File: src/rtl/motctl_sequencer.sv
// motctl_sequencer: queued {MotCtl, duration} scheduler on the PicoBlaze bus; MOTSEQ_LOOP_EN adds loop re-push
module motctl_sequencer #(
    parameter int         DEPTH       = 8,
    parameter int         TICK_DIV    = 100000,
    parameter logic [7:0] IDLE_MOTCTL = 8'h00,
    parameter logic [7:0] PA_SEQ_DUR  = 8'h19,
    parameter logic [7:0] PA_SEQ_MOT  = 8'h1A,
    parameter logic [7:0] PA_SEQ_CTL  = 8'h1B
) (
    input  logic       clk,
    input  logic       rst,
    input  logic [7:0] PortID,
    input  logic [7:0] DataIn,
    input  logic       WriteStrobe,
    output logic [7:0] MotCtl,
    output logic [7:0] SeqStatus,
    output logic       SeqIntr,
    input  logic       SeqIntrAck
);
    localparam int AW = $clog2(DEPTH);
    localparam int PW = TICK_DIV > 1 ? $clog2(TICK_DIV) : 1;
    typedef enum logic [1:0] {S_IDLE, S_RUN, S_PAUSE} state_t;
    state_t          r_state, w_next;
    logic [15:0]     r_mem [DEPTH];
    logic [AW-1:0]   r_rd, r_wr;
    logic [3:0]      r_count;
    logic [7:0]      r_dur, r_mot, r_ticks;
    logic [PW-1:0]   r_presc;
    logic            r_pause, r_ovf, r_intr;
    logic [15:0]     w_head;
    logic            w_wr_dur, w_wr_mot, w_wr_ctl, w_flush, w_empty, w_full, w_tick, w_end;
    logic            w_pop, w_drain, w_rep, w_room, w_push, w_ovf;
    assign w_wr_dur = WriteStrobe && PortID == PA_SEQ_DUR;
    assign w_wr_mot = WriteStrobe && PortID == PA_SEQ_MOT;
    assign w_wr_ctl = WriteStrobe && PortID == PA_SEQ_CTL;
    assign w_flush  = w_wr_ctl && DataIn[0];
    assign w_empty  = r_count == 4'd0;
    assign w_full   = r_count == 4'(DEPTH);
    assign w_head   = r_mem[r_rd];
    assign w_tick   = r_presc == PW'(TICK_DIV - 1);
    // a zero duration holds the entry until another one is queued
    assign w_end    = r_ticks == 8'd0 ? !w_empty : w_tick && r_ticks == 8'd1;
    assign w_room   = r_count < 4'(DEPTH) || (w_pop && !w_rep);
    assign w_push   = w_wr_mot && w_room;
    assign w_ovf    = w_wr_mot && !w_room;
`ifdef MOTSEQ_LOOP_EN
    logic r_loop;
    always_ff @(posedge clk) begin
        if (rst) r_loop <= 1'b0;
        else if (w_wr_ctl) r_loop <= DataIn[2];
    end
    assign w_rep = w_pop && r_loop;
`else
    assign w_rep = 1'b0;
`endif
    always_ff @(posedge clk) begin
        if (rst) r_state <= S_IDLE;
        else r_state <= w_next;
    end
    always_comb begin
        w_pop   = !w_flush && !w_empty && (r_state == S_IDLE ? !r_pause : r_state == S_RUN && w_end);
        w_drain = !w_flush && r_state == S_RUN && w_end && w_empty;
        w_next  = (w_flush || w_drain) ? S_IDLE :
                  w_pop ? S_RUN :
                  (r_state == S_RUN && r_pause) ? S_PAUSE :
                  (r_state == S_PAUSE && !r_pause) ? S_RUN : r_state;
    end
    always_comb begin
        MotCtl = r_state == S_RUN ? r_mot : IDLE_MOTCTL;
    end
    assign SeqStatus = {r_ovf, r_state != S_IDLE, w_empty, w_full, r_count};
    assign SeqIntr   = r_intr;
    always_ff @(posedge clk) begin
        if (w_rep) r_mem[r_wr] <= w_head;
        if (w_push) r_mem[r_wr + AW'(w_rep)] <= {DataIn, r_dur};
    end
    always_ff @(posedge clk) begin
        if (rst) begin
            r_rd    <= '0;
            r_wr    <= '0;
            r_count <= '0;
            r_dur   <= '0;
            r_mot   <= IDLE_MOTCTL;
            r_ticks <= '0;
            r_presc <= '0;
            r_pause <= 1'b0;
            r_ovf   <= 1'b0;
            r_intr  <= 1'b0;
        end else begin
            if (w_wr_dur) r_dur <= DataIn;
            if (w_wr_ctl) r_pause <= DataIn[1];
            r_intr <= w_drain || (r_intr && !SeqIntrAck);
            if (w_flush) begin
                r_rd    <= '0;
                r_wr    <= '0;
                r_count <= '0;
                r_ovf   <= 1'b0;
            end else begin
                r_rd    <= r_rd + AW'(w_pop);
                r_wr    <= r_wr + AW'(w_rep) + AW'(w_push);
                r_count <= r_count + 4'(w_rep) + 4'(w_push) - 4'(w_pop);
                r_ovf   <= r_ovf || w_ovf;
            end
            if (w_pop) begin
                r_mot   <= w_head[15:8];
                r_ticks <= w_head[7:0];
                r_presc <= '0;
            end else if (r_state == S_RUN) begin
                r_presc <= w_tick ? '0 : r_presc + PW'(1);
                if (w_tick && r_ticks != 8'd0) r_ticks <= r_ticks - 8'd1;
            end
        end
    end
endmodule

File: config.mk
export PLATFORM = sky130hd
export DESIGN_NAME = motctl_sequencer
export DESIGN_NICKNAME = d
export VERILOG_FILES = /design/src/rtl/motctl_sequencer.sv
export SDC_FILE = /design/constraint.sdc
export NUM_CORES = 1
export LEC_CHECK = 0
export CAP_MARGIN = 20
export CORE_MARGIN = 2
export CORE_UTILIZATION = 45
export CTS_BUF_LIST = sky130_fd_sc_hd__clkbuf_8
export DETAILED_ROUTE_END_ITERATION = 10
export MAX_ROUTING_LAYER = met4
export PLACE_DENSITY_LB_ADDON = 0.1
export SETUP_SLACK_MARGIN = 0.4
export SLEW_MARGIN = 10
export SYNTH_ARGS = -nofsm -noshare
export SYNTH_HDL_FRONTEND = slang
export SYNTH_SLANG_ARGS = --single-unit
File: constraint.sdc
create_clock -name clk -period 4.06 [get_ports clk]
set_input_delay 1.015 -clock clk [delete_from_list [all_inputs] [get_ports clk]]
set_output_delay 1.015 -clock clk [all_outputs]
set_load 0.02 [all_outputs]
==> results.toml, run 1 <==
[power]
worst_ir_drop_vdd_uv = 433
design_power_total_mw = 4.78
powerDensity_mw_per_mm2 = 541
power.leakage_nw = 2.83

[final_layout]
layout-drive-gt1-share_pct = 20.1
relative_area_change_from_synthesis_to_final_layout_pct = 13.9
antennaDiodeCount = 0
post_layout_net_count = 595
nFillCells = 1428

[outcome]
outcome = "finished, final reports clean"

[clock_tree]
tritoncts_num_sinks = 184
cts_tree = "built"
cts.root.buffer_cell = "sky130_fd_sc_hd__clkbuf_8"
cts_buffer_depth = 2
clock_latency_ns = 0.46
cts.repair_timing.setup_buffer_count = 0
cts_hold_repair.buffers = 0
tritoncts.num_buffers = 17
htree_levels = 4
cts.clk_slew.worst_paths_ns = 0.10
post_cts_resize_count = 0

[routing]
drt_iter0_drc = 308
route.vias.total = 4418
drt-pass1-iter-count = 4
ant_nets = 0
routed_via_density = 5.58
wl_per_cell_microns = 20.0
drt_drc = 0
routed_wl_mm = 15.8

[sta]
hold_viol = 0
timing.setup.tns_ns = 0
post-route-period-util_pct = 80.4
finalMaxSlewViolations = 0
final.min_clock_period_ns = 3.26
timing.max_slew.rel_slack_pct = 36.7
fin_skew_ns = 0.0175
setup-violations-final = 0
rsz0062_at_grt = "false"
max_clock_freq_mhz = 306
worst_slew_pin_slew_ns = 0.947

[synthesis]
ys_seq_area_share_pct = 64.0
ys.flop_type = "sky130_fd_sc_hd__edfxtp_1"
syn_inst = 512
asyncSetResetFlopFracSynth_pct = 0
synth.most_common_cell = "sky130_fd_sc_hd__edfxtp_1"
synth-edff-count = 128
list_of_most_frequent_post_synthesis_cells = "sky130_fd_sc_hd__edfxtp_1, sky130_fd_sc_hd__dfxtp_1, sky130_fd_sc_hd__mux4_2"
yosys_warnings = 0
synth_seq_cells = 184
synth_top_area_share_pct = 49.6
synth.largest_area_cell = "sky130_fd_sc_hd__edfxtp_1"
ys_types = 52
syn-cell-area_sq_mm = 0.00775
postSynthNetCount = 547
syn_avg_cell_area_sq_um = 15.1
yosys-top-cells-area = "sky130_fd_sc_hd__edfxtp_1, sky130_fd_sc_hd__dfxtp_1, sky130_fd_sc_hd__mux4_2"

[setup_path]
worst_ep_arrival_time_ns = 3.61
crit_required_ns = 4.40
crit_path_max_fanout = 12
worst-setup-path-type = "register to register"
worst_setup_path_start_kind = "register"
crit_path_end_kind = "register"

[flow_run]
max-cap-violations = 0

[die]
io_pins = 37
std_cell_rows = 47
starting_density_of_the_core_pct = 46.4
die_area_sq_mm = 0.0183
area_of_the_core_region_sq_mm = 0.0167
fp.dieW_microns = 135
die_y_microns = 135

[min_path]
hold_crit_path_type = "register to register"

[global_routing]
grt_start_max_net_pins = 34
grt_overflow_total = 0
grt_use_total_pct = 19.2
number_of_global_route_vias_before_repair = 4541
grt_antenna_before_repair = 0
global_route_wire_length_before_repair_mm = 25.4

[place]
port-buffer-count = 36
gp_routability_congestion = 0.792
dp_hpwl_mm = 10.1
[logic make-up (layout without fill, tap and decap cells)]
group	Yosys count	count (layout)	synth area share [%]
mux	58	58	12.8
compound gates	43	43	3.71
fa+ha+maj	15	15	2.52
xor+xnor	26	26	2.94
flops	184	184	64.0
buf+inv	40	100	2.63
simple gates	146	146	11.4
[layer usage]
layer,part of all wire [%],routed length (microns),GRT usage [%],vias up
met5,0,0,-,-
met4,0.99,157,4.86,0
met1,46,7360,26.1,2264
met2,48,7660,29.8,90
li1,-,-,-,2054
met3,4.2,666,4.26,10
[state kept, by name (all words and copies together), names as in the netlist]
register  flops
r_count       4
r_state       2
r_rd          3
r_mem       128
SeqIntr       1
r_mot         8
r_ovf         1
r_presc      17
r_pause       1
r_dur         8
r_ticks       8
r_wr          3
[final cells by class]
type	instances	area, sq um	area share, %
flip-flops and latches	184	4970	56.2
clock buffers	17	234	2.65
inverters	14	52.6	0.595
repair buffers	55	541	6.12
clock inverters	14	111	1.26
multi-input cells	288	2650	30.0
well taps	220	275	3.12
[power by group]
group | switching [mW] | internal, mW
Clock | 0.678 | 0.437
Combinational | 0.758 | 0.656
Sequential | 0.141 | 2.11
[metrics by stage]
| stage | cell area, sq um | worst slack [ns] | hold WS [ns] | std cells | util (%) |
|---|---|---|---|---|---|
| floorplan | 7760 | 0.193 | 0.426 | 512 | - |
| global placement | 8480 | 0.392 | 0.455 | 761 | 50.7 |
| CTS | 8820 | 0.690 | 0.463 | 792 | 52.8 |
| global route | 8830 | 0.563 | 0.497 | 792 | 52.9 |
| detailed placement | 8480 | 0.300 | 0.452 | 761 | 50.7 |
| finish | 8830 | 0.797 | 0.462 | 792 | 52.9 |
[final timing paths]
path | startpoint | end | slack, ns | cells past startpoint
max | r_ticks[1] | r_count[2] | 0.80 | 14
min | r_ovf | r_ovf | 0.46 | 2
max reg2reg | r_ticks[1] | r_count[2] | 0.80 | 14
min reg2reg | r_ovf | r_ovf | 0.46 | 2
[critical path, stage by stage (launching register included)]
cell and delay (ns):
sky130_fd_sc_hd__dfxtp_1 0.33, sky130_fd_sc_hd__inv_1 0.13, sky130_fd_sc_hd__ha_1 0.16, sky130_fd_sc_hd__nor4b_1 0.36
sky130_fd_sc_hd__nand2_1 0.18, sky130_fd_sc_hd__o21ai_4 0.40, sky130_fd_sc_hd__nand2_2 0.24, sky130_fd_sc_hd__inv_2 0.23
sky130_fd_sc_hd__ha_1 0.26, sky130_fd_sc_hd__inv_1 0.06, sky130_fd_sc_hd__ha_1 0.15, sky130_fd_sc_hd__inv_1 0.05
sky130_fd_sc_hd__fa_1 0.38, sky130_fd_sc_hd__xor2_1 0.18, sky130_fd_sc_hd__nor2_1 0.05
[cells in the final DEF (no fill, tap or decap), types with 16 or more instances in the layout]
cell type | netlist | layout
sky130_fd_sc_hd__nor2_1 | 25 | 25
sky130_fd_sc_hd__a21oi_1 | 18 | 18
sky130_fd_sc_hd__clkdlybuf4s50_1 | 0 | 36
sky130_fd_sc_hd__dfxtp_1 | 56 | 55
sky130_fd_sc_hd__xnor2_1 | 20 | 20
sky130_fd_sc_hd__clkbuf_8 | 0 | 17
sky130_fd_sc_hd__mux4_2 | 32 | 32
sky130_fd_sc_hd__buf_4 | 7 | 16
sky130_fd_sc_hd__nor3_1 | 26 | 25
sky130_fd_sc_hd__mux2i_1 | 19 | 19
sky130_fd_sc_hd__nand2_1 | 20 | 20
sky130_fd_sc_hd__edfxtp_1 | 128 | 128
Note: power is estimated with default switching activity, not from simulation.
==> inputs of run 2 (changes only) <==
==> constraint.sdc (replaced) <==
create_clock -name clk -period 3.4 [get_ports clk]
set_input_delay 0.85 -clock clk [delete_from_list [all_inputs] [get_ports clk]]
set_output_delay 0.85 -clock clk [all_outputs]
set_load 0.02 [all_outputs]
==> run 2 against run 1 <==
Total power grew 25%; largest power group unchanged; routed wire length shrank 1.8%; largest cell class unchanged; combinational power grew 28%; register-to-register slack lost 0.24 ns; sequential power grew 20%; global-route usage shrank 0.34 points; count of clock-buffer cells in the layout is the same; sequential share of layout area shrank 1.5 points; critical path depth shrank 10; via count shrank 0.97%; final cell count grew 0.88%; clock power grew 34%; critical endpoint is now MotCtl[0].
==> results.toml, run 2 (synthesis gave the netlist of run 1 again) <==
[outcome]
outcome = "finished, final reports clean"

[power]
power.clock.fraction_pct = 24.8
worst_ir_drop_vdd_uv = 334
cell_internal_power_mw = 4.07
p_sw_mw = 1.92
power.leakage_nw = 2.92
combPwrFrac_pct = 30.3
switching_share_pct = 32.1
powerDensity_mw_per_mm2 = 661
power.share.sequential_pct = 44.9

[die]
std_cell_rows = 47
die_y_microns = 135
area_of_the_core_region_sq_mm = 0.0167
io_pins = 37
fp.dieW_microns = 135
die_area_sq_mm = 0.0183
starting_density_of_the_core_pct = 46.4

[min_path]
hold_end = "r_ovf"
hold_crit_path_type = "register to register"
hold-path-cell-count = 2
hp-start = "r_ovf"

[setup_path]
path_cells = "nor2b_1 > buf_4 > and2_1 > clkdlybuf4s50_1"
rr_startpoint = "r_count[3]"
crit_path_max_fanout = 12
crit_path_end_kind = "primary output"
crit_family = "buffers and inverters"
crit_required_ns = 2.55
worst_ep_arrival_time_ns = 2.01
timing.reg2reg.setup_slack_ns = 0.56
number_of_cells_traversed_by_the_worst_register_to_register_path = 15
worst-path-buf-inv = 2
worst_setup_path_start_kind = "register"
cp_slowest_stage_delay_ns = 0.61
rr_endpoint = "r_count[2]"
worst-setup-path-type = "register to primary output"
cpMaxStageDelayCell = "sky130_fd_sc_hd__clkdlybuf4s50_1"

[routing]
drt_drc = 0
wl_per_cell_microns = 19.5
routed_via_density = 5.48
routed_wl_mm = 15.6
drt-pass1-iter-count = 4
route.vias.total = 4375
drt_iter0_drc = 329
ant_nets = 0

[clock_tree]
cts.root.buffer_cell = "sky130_fd_sc_hd__clkbuf_8"
tritoncts.num_buffers = 17
htree_levels = 4
clock_latency_ns = 0.46
cts_tree = "built"
post_cts_resize_count = 0
cts_buffer_depth = 2
cts.clk_slew.worst_paths_ns = 0.10
cts.repair_timing.setup_buffer_count = 0
tritoncts_num_sinks = 184
cts_hold_repair.buffers = 0

[final_layout]
nFillCells = 1381
regMostFlops = "r_mem"
post_layout_net_count = 602
largest_register_ffs = 128
layout_common_cells = "sky130_fd_sc_hd__edfxtp_1, sky130_fd_sc_hd__dfxtp_1, sky130_fd_sc_hd__clkdlybuf4s50_1"
relative_area_change_from_synthesis_to_final_layout_pct = 16.9
antennaDiodeCount = 0
layout.cells.most_common = "sky130_fd_sc_hd__edfxtp_1"
finish.instance_area_sq_mm = 0.00907
layout-drive-gt1-share_pct = 22.6
layout_top_registers = "r_mem x128, r_presc x17"
post-route-util_pct = 54.3

[global_routing]
grt_overflow_total = 0
grt_antenna_before_repair = 0
global_route_wire_length_before_repair_mm = 24.8
grt_use_total_pct = 18.9
grt_start_max_net_pins = 34
number_of_global_route_vias_before_repair = 4474

[place]
gp_routability_congestion = 0.833
dp_hpwl_mm = 9.87
port-buffer-count = 36
placedInstanceArea_sq_mm = 0.00865

[sta]
hold_viol = 0
worst_slew_pin_slew_ns = 0.925
max_clock_freq_mhz = 349
finalMaxSlewViolations = 0
timing.max_slew.rel_slack_pct = 38.1
final.min_clock_period_ns = 2.86
fin_skew_ns = 0.0148
post-route-period-util_pct = 84.2
timing.setup.tns_ns = 0
rsz0062_at_grt = "false"
setup-violations-final = 0

[flow_run]
max-cap-violations = 0
==> run 2: area by class of cell <==
| cell class | instances | area [sq um] | area share (%) |
|---|---|---|---|
| Sequential cell | 184 | 4970 | 54.8 |
| Timing Repair Buffer | 62 | 621 | 6.85 |
| Multi-Input combinational cell | 288 | 2750 | 30.3 |
| Tap cell | 220 | 275 | 3.04 |
| Clock buffer | 17 | 234 | 2.58 |
| Inverter | 14 | 52.6 | 0.580 |
| Clock inverter | 14 | 169 | 1.86 |
==> run 2: worst max path at each step <==
stage / from / endpoint / slack, ns / cells after the start
floorplan: PortID[2] / r_count[1] / 0.31 / 11
global placement: PortID[2] / r_count[1] / 0.16 / 12
detailed placement: WriteStrobe / r_count[2] / 0.13 / 13
CTS: r_count[3] / r_count[2] / 0.40 / 15
global route: r_count[3] / r_count[2] / 0.42 / 15
finish: r_state[0] / MotCtl[0] / 0.54 / 4
==> run 2: power groups by stage <==
stage	Combinational [mW]	Sequential, mW	Clock, mW
after floorplan	1.33	2.69	0
after detailed placement	1.83	2.74	0
final	1.81	2.69	1.49
after global routing	2.00	2.72	1.61
after CTS	1.84	2.69	1.53
after global placement	1.80	2.73	0
==> run 2: metrics by stage <==
stage / hold WS [ns] / std cells / worst slack (ns) / power [mW]
after CTS: 0.456 / 799 / 0.404 / 6.06
after detailed placement: 0.442 / 768 / 0.132 / 4.57
after floorplan: 0.426 / 512 / 0.308 / 4.02
final: 0.453 / 799 / 0.537 / 5.99
after global routing: 0.498 / 799 / 0.422 / 6.33
after global placement: 0.438 / 768 / 0.162 / 4.53
==> run 2: tightest hold or removal path, delay by kind of cell (launching register included) <==
kind                   cells  cell delay, ns
buffers and inverters      1            0.05
DFF                        1            0.32
AOI/OAI and AO/OA          1            0.05
==> run 2: routing by layer <==
layer | GRT usage (%) | up-vias | part of all wire (%)
met5 | - | - | 0
met4 | 4.51 | 0 | 1.1
met3 | 4.60 | 11 | 4.7
met2 | 29.6 | 84 | 48
met1 | 25.1 | 2211 | 47
li1 | - | 2069 | -
==> inputs of run 3 (changes only) <==
==> constraint.sdc (replaced) <==
create_clock -name clk -period 3 [get_ports clk]
set_input_delay 0.75 -clock clk [delete_from_list [all_inputs] [get_ports clk]]
set_output_delay 0.75 -clock clk [all_outputs]
set_load 0.02 [all_outputs]
==> run 3 against run 2 <==
Register-to-register slack lost 0.08 ns; clock skew grew 0.0032 ns; critical path depth is 9 higher; largest cell class unchanged; highest routed layer unchanged.
==> results.toml, run 3 (synthesis gave the netlist of run 1 again) <==
[setup_path]
crit_required_ns = 3.34
crit_path_max_fanout = 2
timing.reg2reg.setup_slack_ns = 0.48
worst_ep_arrival_time_ns = 2.90
worst-setup-path-type = "input port to register"
crit_path_end_kind = "register"
rr_startpoint = "r_presc[1]"
worst_setup_path_start_kind = "input port"
worstSetupStartpoint = "PortID[7]"
cp-endpoint = "r_count[2]"
rr_endpoint = "r_count[2]"
number_of_cells_traversed_by_the_worst_register_to_register_path = 13

[sta]
fin_skew_ns = 0.0180
final.min_clock_period_ns = 2.56
post-route-period-util_pct = 85.2
rsz0062_at_grt = "true"
hold_viol = 0
timing.max_slew.rel_slack_pct = 49.2
finalMaxSlewViolations = 0
setup-violations-final = 0
max_clock_freq_mhz = 391
worst_slew_pin_slew_ns = 0.761
timing.final.ws_setup_ns = 0.445

[final_layout]
layout.cells.non_filler = 822
nFillCells = 1373
relative_area_change_from_synthesis_to_final_layout_pct = 21.0
finish.instance_area_sq_mm = 0.00938
antennaDiodeCount = 0
largest_register_ffs = 128
layout-drive-gt1-share_pct = 29.6
regMostFlops = "r_mem"
layout_common_cells = "sky130_fd_sc_hd__edfxtp_1, sky130_fd_sc_hd__dfxtp_1, sky130_fd_sc_hd__buf_4"
layout.cells.most_common = "sky130_fd_sc_hd__edfxtp_1"
layout_top_registers = "r_mem x128, r_presc x17"
post_layout_net_count = 624
post-route-util_pct = 56.2

[flow_run]
max-cap-violations = 0

[routing]
wl_per_cell_microns = 19.8
routed_wl_mm = 16.3
ant_nets = 0
routed_via_density = 5.48
drt-pass1-iter-count = 4
drt_drc = 0
drt_iter0_drc = 333
route.vias.total = 4506

[power]
powerDensity_mw_per_mm2 = 738
worst_ir_drop_vdd_uv = 390
design_power_total_mw = 6.93
power.leakage_nw = 3.13

[outcome]
outcome = "finished, final reports clean"

[die]
die_area_sq_mm = 0.0183
std_cell_rows = 47
die_y_microns = 135
starting_density_of_the_core_pct = 46.4
io_pins = 37
fp.dieW_microns = 135
area_of_the_core_region_sq_mm = 0.0167

[global_routing]
global_route_wire_length_before_repair_mm = 25.4
grt_use_total_pct = 19.5
grt_overflow_total = 0
number_of_global_route_vias_before_repair = 4589
grt_antenna_before_repair = 0
grt_start_max_net_pins = 34

[min_path]
hold_crit_path_type = "register to register"

[clock_tree]
htree_levels = 4
tritoncts.num_buffers = 17
cts_tree = "built"
cts.clk_slew.worst_paths_ns = 0.11
tritoncts_num_sinks = 184
cts.root.buffer_cell = "sky130_fd_sc_hd__clkbuf_8"
clock_latency_ns = 0.45
cts_buffer_depth = 2

[place]
dp_hpwl_mm = 10.0
placed_cells_incl_taps = 775
port-buffer-count = 36
gp_routability_congestion = 0.817
dp_worst_setup_slack_ns = -0.168
placedInstanceArea_sq_mm = 0.00874
==> run 3: changes by cell type in the layout (fill, tap and decap cells not counted), moves of 3 or more <==
cell                              change
sky130_fd_sc_hd__buf_4               +17
sky130_fd_sc_hd__clkdlybuf4s50_1     -13
sky130_fd_sc_hd__dfxtp_1              -9
sky130_fd_sc_hd__dlygate4sd2_1        +9
sky130_fd_sc_hd__dfxtp_2              +8
sky130_fd_sc_hd__buf_12               +3
sky130_fd_sc_hd__dlymetal6s2s_1       +3
sky130_fd_sc_hd__ha_1                 -3
sky130_fd_sc_hd__inv_2                +3
sky130_fd_sc_hd__nor4b_2              -3
sky130_fd_sc_hd__nor4b_4              +3
==> run 3: power by group <==
group	internal, mW	switching, mW
sequential	2.87	0.171
clock	0.623	0.967
combinational	1.12	1.18
==> run 3: timing repair <==
action                                  4_1_cts  5_1_grt
hold endpoints to repair                      0        0
gates cloned                                  1        0
resized for setup                            27       26
endpoints found under the setup margin       15        4
hold buffers                                  0        0
buffers inserted                              6        8
pin swaps                                     4        3
==> run 3: cell type report <==
type / instances / area (sq um) / share of cell area [%]
sequential: 184 / 4980 / 53.1
inverter: 14 / 52.6 / 0.560
clock buffer: 17 / 234 / 2.49
multi-input combinational: 289 / 2880 / 30.7
clock inverter: 15 / 153 / 1.63
timing repair buffer: 83 / 811 / 8.64
tap: 220 / 275 / 2.93
==> run 3: worst max-delay path: stages <==
cell                              delay, ns
sky130_fd_sc_hd__clkdlybuf4s50_1       0.42
sky130_fd_sc_hd__nor3b_2               0.21
sky130_fd_sc_hd__nand4_1               0.14
sky130_fd_sc_hd__and2_4                0.18
sky130_fd_sc_hd__a21oi_4               0.14
sky130_fd_sc_hd__or2_4                 0.13
sky130_fd_sc_hd__ha_4                  0.19
sky130_fd_sc_hd__inv_2                 0.06
sky130_fd_sc_hd__ha_4                  0.12
sky130_fd_sc_hd__inv_2                 0.03
sky130_fd_sc_hd__fa_2                  0.32
sky130_fd_sc_hd__xor2_1                0.16
sky130_fd_sc_hd__nor2_1                0.06
==> run 3: worst min-delay path by stage <==
stage,startpoint,to,depth (start not counted)
final,r_ovf,r_ovf,2
after global routing,r_ovf,r_ovf,2
after CTS,r_ovf,r_ovf,2
after detailed placement,r_ovf,r_ovf,2
after global placement,r_ovf,r_ovf,2
after floorplan,r_ovf,r_ovf,2
==> run 3: metrics by stage <==
stage                     TNS (ns)  hold slack (ns)
after floorplan                  0            0.426
after global placement      -0.312            0.440
after detailed placement    -0.473            0.449
after CTS                        0            0.467
after global routing             0            0.499
final                            0            0.460
==> run 3: per-layer routing <==
| metal | global-route usage, % | part of all wire, % | wire length (microns) | up-vias |
|---|---|---|---|---|
| li1 | - | - | - | 2118 |
| met1 | 24.9 | 46 | 7490 | 2293 |
| met2 | 31.9 | 50 | 8120 | 86 |
| met3 | 4.60 | 3.4 | 560 | 9 |
| met4 | 4.51 | 0.75 | 123 | 0 |
| met5 | - | 0 | 0 | - |
